[src/rtl/dot_product_feeder.sv]
// dot_product_feeder: frames upstream operand beats into a dot-product stack and holds its result.
// Define DOTP_FEEDER_PERF_EN to add the o_bubble_cnt stall counter.
module dot_product_feeder #(
    parameter int LANES = 8,
    parameter int FP    = 16,
    parameter int NB_W  = 16
) (
    input  logic                  i_clk,
    input  logic                  i_reset,
    input  logic                  i_start,
    input  logic [NB_W-1:0]       i_num_blocks,
    output logic                  o_busy,
    input  logic                  i_s_valid,
    output logic                  o_s_ready,
    input  logic [LANES*FP-1:0]   i_s_a,
    input  logic [LANES*FP-1:0]   i_s_b,
    output logic [LANES*FP-1:0]   o_a,
    output logic [LANES*FP-1:0]   o_b,
    output logic                  o_first,
    output logic                  o_last,
    input  logic [FP-1:0]         i_sum,
    input  logic                  i_sum_valid,
    output logic [FP-1:0]         o_result,
    output logic                  o_result_valid,
    input  logic                  i_result_ready,
`ifdef DOTP_FEEDER_PERF_EN
    output logic                  o_err,
    output logic [15:0]           o_bubble_cnt
`else
    output logic                  o_err
`endif
);
    typedef enum logic [1:0] {IDLE, STREAM, DRAIN, HOLD} state_t;
    state_t state_q, state_d;
    logic [NB_W-1:0] nb_q, nb_d, cnt_q, cnt_d;
    logic [LANES*FP-1:0] a_q, a_d, b_q, b_d;
    logic [FP-1:0] result_q, result_d;
    logic first_q, first_d, last_q, last_d, err_q, err_d;
    logic acc, fin, go;
    assign acc = state_q == STREAM && i_s_valid;
    assign fin = cnt_q == nb_q - NB_W'(1);
    assign go  = state_q == IDLE && i_start && i_num_blocks != '0;
    always_comb begin
        state_d  = state_q;
        nb_d     = nb_q;
        cnt_d    = cnt_q;
        result_d = result_q;
        // idle cycles present +0 so the stack accumulator is unaffected
        a_d      = acc ? i_s_a : '0;
        b_d      = acc ? i_s_b : '0;
        first_d  = acc && cnt_q == '0;
        last_d   = acc && fin;
        err_d    = state_q == IDLE && i_start && i_num_blocks == '0;
        case (state_q)
            IDLE:    if (go) begin
                         nb_d    = i_num_blocks;
                         cnt_d   = '0;
                         state_d = STREAM;
                     end
            STREAM:  if (acc) begin
                         cnt_d   = cnt_q + NB_W'(1);
                         state_d = fin ? DRAIN : STREAM;
                     end
            DRAIN:   if (i_sum_valid) begin
                         result_d = i_sum;
                         state_d  = HOLD;
                     end
            HOLD:    state_d = i_result_ready ? IDLE : HOLD;
            default: state_d = IDLE;
        endcase
    end
    always_ff @(posedge i_clk or posedge i_reset) begin
        if (i_reset) begin
            state_q  <= IDLE;
            nb_q     <= '0;
            cnt_q    <= '0;
            a_q      <= '0;
            b_q      <= '0;
            first_q  <= 1'b0;
            last_q   <= 1'b0;
            err_q    <= 1'b0;
            result_q <= '0;
        end else begin
            state_q  <= state_d;
            nb_q     <= nb_d;
            cnt_q    <= cnt_d;
            a_q      <= a_d;
            b_q      <= b_d;
            first_q  <= first_d;
            last_q   <= last_d;
            err_q    <= err_d;
            result_q <= result_d;
        end
    end
    assign o_busy         = state_q != IDLE;
    assign o_s_ready      = state_q == STREAM;
    assign o_result_valid = state_q == HOLD;
    assign o_a            = a_q;
    assign o_b            = b_q;
    assign o_first        = first_q;
    assign o_last         = last_q;
    assign o_err          = err_q;
    assign o_result       = result_q;
`ifdef DOTP_FEEDER_PERF_EN
    logic [15:0] bubble_q, bubble_d;
    always_comb begin
        bubble_d = bubble_q;
        if (go)
            bubble_d = '0;
        else if (state_q == STREAM && !i_s_valid && bubble_q != 16'hFFFF)
            bubble_d = bubble_q + 16'd1;
    end
    always_ff @(posedge i_clk or posedge i_reset) begin
        if (i_reset)
            bubble_q <= '0;
        else
            bubble_q <= bubble_d;
    end
    assign o_bubble_cnt = bubble_q;
`endif
endmodule
[config.mk]
export PLATFORM = sky130hd
export DESIGN_NAME = dot_product_feeder
export DESIGN_NICKNAME = d
export VERILOG_FILES = /design/src/rtl/dot_product_feeder.sv
export SDC_FILE = /design/constraint.sdc
export NUM_CORES = 1
export LEC_CHECK = 0
export BUFFER_PORTS_ARGS = -buffer_cell sky130_fd_sc_hd__buf_2
export CORE_AREA = 2 2 223 225
export DETAILED_ROUTE_END_ITERATION = 7
export DIE_AREA = 0 0 225 227
export MAX_ROUTING_LAYER = met4
export SYNTH_ARGS = -nofsm -noshare
export SYNTH_HDL_FRONTEND = slang
export SYNTH_SLANG_ARGS = --single-unit
[constraint.sdc]
create_clock -name i_clk -period 16.5 [get_ports i_clk]
set_clock_uncertainty 0.2 [all_clocks]
set_input_delay 2.475 -clock i_clk [delete_from_list [all_inputs] [get_ports i_clk]]
set_output_delay 2.475 -clock i_clk [all_outputs]
set_load 0.1 [all_outputs]
# --- Word level (Yosys, flattened, before mapping) ---
# Cells that the tools add are included.
op_classes:
  mux: 11
  n_reduce_logical: 16
  add_sub_neg: 2
  n_eq_ne: 7
ops:
  columns: ["op", "n"]
  rows:
  - ["128-bit 2-to-1 mux", 2]
  - ["16-bit zero test", 2]
  - ["16-bit 2-to-1 mux", 2]
  - ["16-bit case mux with 2 select lines", 1]
  - ["16-bit by 1-bit adder with 16-bit output, second input constant", 1]
  - ["16-bit equality test", 1]
  - ["16-bit nonzero test", 1]
  - ["16-bit by 1-bit subtractor with 16-bit output, second input constant", 1]
  - ["2-bit 2-to-1 mux", 5]
  - ["2-bit case mux with 4 select lines", 1]
  - ["1-bit logical AND", 6]
  - ["3-bit AND reduction", 2]
  - ["2-bit equality test, second input constant", 2]
  - ["2-bit != test, second input constant", 2]
  - ["2-bit AND reduction", 2]
  - ["2-bit nonzero test", 2]
  - ["2-bit by 1-bit equality test with 1-bit output, second input constant", 1]
  - ["2-bit zero test", 1]
  - ["2-bit by 1-bit != test with 1-bit output, second input constant", 1]
word_totals:
  elab_cells: 45
  reg_bits: 309
  output_inout_bits: 278
  input_bits: 294

# --- Logic depth before layout (Yosys ltp) ---
logic_depth:
  word_depth: 5
  mapped_depth: 8
  ltp_nobuf: 8

# --- Worst setup path after synthesis ---
# No wires, ideal clock.
synth_timing:
  kind: "reg2out"
  start: "register state_q[0]"
  end: "output port o_s_ready"
  slack_ns: 11.870
  arrival_time_ns: 1.955
  stages_incl_launch_ff: 3
  required_time_ns: 13.825
  n_path_buf: 1
  cell_sequence: "dfrtp_1 clkbuf_1 nor2b_1"
synth_between:
  elab_chain_len: 1
synth_rtl:
  columns: ["element", "line", "text"]
  rows:
  - ["start: declaration", "34", "state_t state_q, state_d;"]
  - ["start signal: assignment", "84", "state_q <= state_d;"]
  - ["2-bit by 1-bit equality test with 1-bit output", "96", "assign o_s_ready = state_q == STREAM;"]
  - ["end: declaration", "14", "output logic o_s_ready,"]
# Every way passes these cells.

# --- Worst setup path in the final report ---
# Ends and elaborated chain as after synthesis.

==> results_dict.tcl <==
set metrics [dict create \
    outcome "complete, no violations" \
    rsz0062_at_grt "false" \
    grt_pass1_wl_microns 50100 \
    place_congestion 0.912 \
    initial_core_util_pct 22.6 \
    grt_max_degree 117 \
    num_vias 8070 \
    ys_ff_latch 309 \
    fin_crit_ps 4630 \
    ctsLongestPathBuffers 3 \
    criticalPathCategory "reg2out" \
    die_area_sq_mm 0.0511 \
    holdBufCountCts 0 \
    p_per_area_mw_per_mm2 145 \
    cts_tree "yes" \
    cts_sinks 309 \
    end_kind "output pin" \
    vdd_drop_max_uv 83.9 \
    required_ps 13820 \
    hold_viol_final 0 \
    gr-total-overflow 0 \
    p_leak_nw 8.46 \
    cts_buffers 37 \
    grt_usage_pct 13.4 \
    synth_seq_area_share_pct 70.6 \
    cts.clk_slew.worst_paths_ps 60 \
    fin_crit_sh_pct 28.0 \
    firstDrtPassIters 4 \
    p_total_mw 2.28 \
    cts_max_level 2 \
    post_drt_wl_per_cell_microns 16.9 \
    max_stage_delay_ps 510 \
    setup-tns-final_ps 0 \
    nFillCells 4920 \
    ctsResizeCount 0 \
    stdcell_count 2041 \
    synth.avg_cell_area_sq_um 13.5 \
    dpl.hpwl_microns 26400 \
    worstHoldPathType "reg2reg" \
    drive_gt1_share_pct 46.6 \
    wl_microns 34500 \
    rows 81 \
    syn_area_sq_mm 0.0110 \
    syn-num-nets 1111 \
    ys.warnings.count 0 \
    vias_per_cell 3.95 \
    crit_fanout 9 \
    drv_cap 0 \
    nets 1685 \
    finalInstanceArea_sq_mm 0.0157 \
    antenna_left 0 \
    io_pins 572 \
    drt_iter0_drc 294 \
    grt_pass1_vias 8494 \
    drc 0 \
    worstMarginPinSlew_ps 930 \
    core_sq_mm 0.0485 \
    insertion_delay_ps 540 \
    synthFlopType "dfrtp_1" \
    crit_chain "nor2b_1 > buf_2" \
    finalSetupViolations 0 \
    relSlewSlack_pct 38.0 \
    portBuffers 571 \
    chipWidth_microns 225 \
    cts_setup_buffers 0 \
    place_inst 1971 \
    syn_inst 814 \
    finalMaxSlewViolations 0 \
    synth_cell_types 47 \
    synthArstFlopShare_pct 100 \
    fmax_ghz 0.216 \
    cp.arrival_ps 1950 \
    fp.dieH_microns 227 \
    area_growth_pct 43.2 \
    synth-edff-count 0 \
    root_buffer "clkbuf_16" \
    crit_slowest_cell "buf_2" \
    startpoint_type "flip-flop" \
    placed_area_sq_mm 0.0145 \
    antenna_found_initial 11 \
]
[per-stage QoR]
step	hold WS [ps]	setup WS (ps)	utilization, %
floorplan	278	5280	-
global placement	284	11490	29.8
detailed placement	290	11400	29.8
CTS	302	11790	32.3
global route	318	11700	32.3
finish	298	11870	32.3
[critical path: cells and delay by family (launching register included)]
| kind | cells | cell delay, ps |
|---|---|---|
| flops | 1 | 470 |
| buf+inv | 1 | 510 |
| simple gates | 1 | 430 |
[layout make-up]
| type | instances | area [sq um] | area share [%] |
|---|---|---|---|
| multi-input combinational | 452 | 3020 | 19.2 |
| timing repair buffer | 577 | 2900 | 18.5 |
| clock inverter | 13 | 148 | 0.941 |
| inverter | 11 | 48.8 | 0.311 |
| clock buffer | 49 | 1040 | 6.64 |
| tap | 622 | 778 | 4.96 |
| sequential | 309 | 7730 | 49.3 |
| antenna | 8 | 20.0 | 0.128 |
[cells by family after synthesis]
| family | Yosys count | share of synthesized area, % |
|---|---|---|
| and+or+nand+nor | 351 | 19.6 |
| DFF | 309 | 70.6 |
| buffers and inverters | 53 | 1.87 |
| AOI/OAI and AO/OA | 42 | 2.52 |
| xor gates and xnor gates | 29 | 2.32 |
| muxes | 27 | 2.78 |
| adders and majority gates | 3 | 0.343 |
[registers in the layout, summed over array words and instances (netlist names)]
name	cells
o_a	128
o_b	128
o_last	1
cnt_q	16
o_first	1
o_err	1
state_q	2
o_result	16
nb_q	16
[cells in the mapped netlist, types with 3 or more instances]
master,n,share of area (%)
dfrtp_1,309,71
and2_1,261,15
clkbuf_1,37,1.3
nor2_1,23,0.79
mux2_2,17,1.7
xor2_1,17,1.4
nand2_1,15,0.51
xnor2_1,12,0.96
a21oi_1,11,0.50
inv_1,10,0.34
mux2_1,10,1.0
nand4_1,8,0.46
and3_1,7,0.40
o21ai_1,6,0.27
buf_2,5,0.23
nand3_1,5,0.23
nor3_1,5,0.23
nor4_1,5,0.29
o21ai_0,5,0.23
a31oi_1,4,0.23
or4_1,4,0.27
ha_1,3,0.34
or3_1,3,0.17
[routing by layer]
metal,track usage [%],routed length (microns),vias up,share of wire [%]
met5,-,0,-,0
met4,4.87,955,0,2.8
met3,4.12,2340,68,6.8
met2,21.9,17500,302,51
met1,15.6,13700,3933,40
li1,-,-,3767,-
[power by group]
| part | internal [mW] | switching (mW) | total, mW |
|---|---|---|---|
| Clock | 0.477 | 0.322 | 0.799 |
| Sequential | 0.826 | 0.0605 | 0.886 |
| Combinational | 0.129 | 0.465 | 0.594 |
[cells in the final DEF (no fill, tap or decap), drive strengths merged, types with 2 or more instances in the layout]
cell type / Yosys / routed
buf: 5 / 577
dfrtp: 309 / 309
and2: 261 / 261
clkbuf: 37 / 49
mux2: 27 / 27
nor2: 23 / 23
xor2: 17 / 17
nand2: 15 / 15
xnor2: 12 / 12
inv: 11 / 12
a21oi: 11 / 11
o21ai: 11 / 11
clkinv: 0 / 9
diode: 0 / 8
nand4: 8 / 8
and3: 7 / 7
nor4: 7 / 7
nor3: 6 / 6
nand3: 5 / 5
or4: 4 / 4
a31oi: 4 / 4
or3: 3 / 3
ha: 3 / 3
nor2b: 2 / 2
and4: 2 / 2
o211a: 2 / 2
a31o: 2 / 2
o2111ai: 2 / 2
o22ai: 2 / 2
nand3b: 2 / 2
bufinv: 0 / 2
o21ba: 2 / 2
[path summary, 6_finish.rpt]
check	from	to	slack, ps	cells past startpoint
max	state_q[0]	o_s_ready	11870	2
min	o_result[6]	o_result[6]	300	1
max reg2reg	state_q[0]	o_a[111]	13610	4
min reg2reg	o_result[6]	o_result[6]	300	1
max in group asynchronous	i_reset	o_b[124]	12130	4
min in group asynchronous	i_reset	o_b[22]	1880	2
Note: power is estimated with default switching activity, not from simulation.
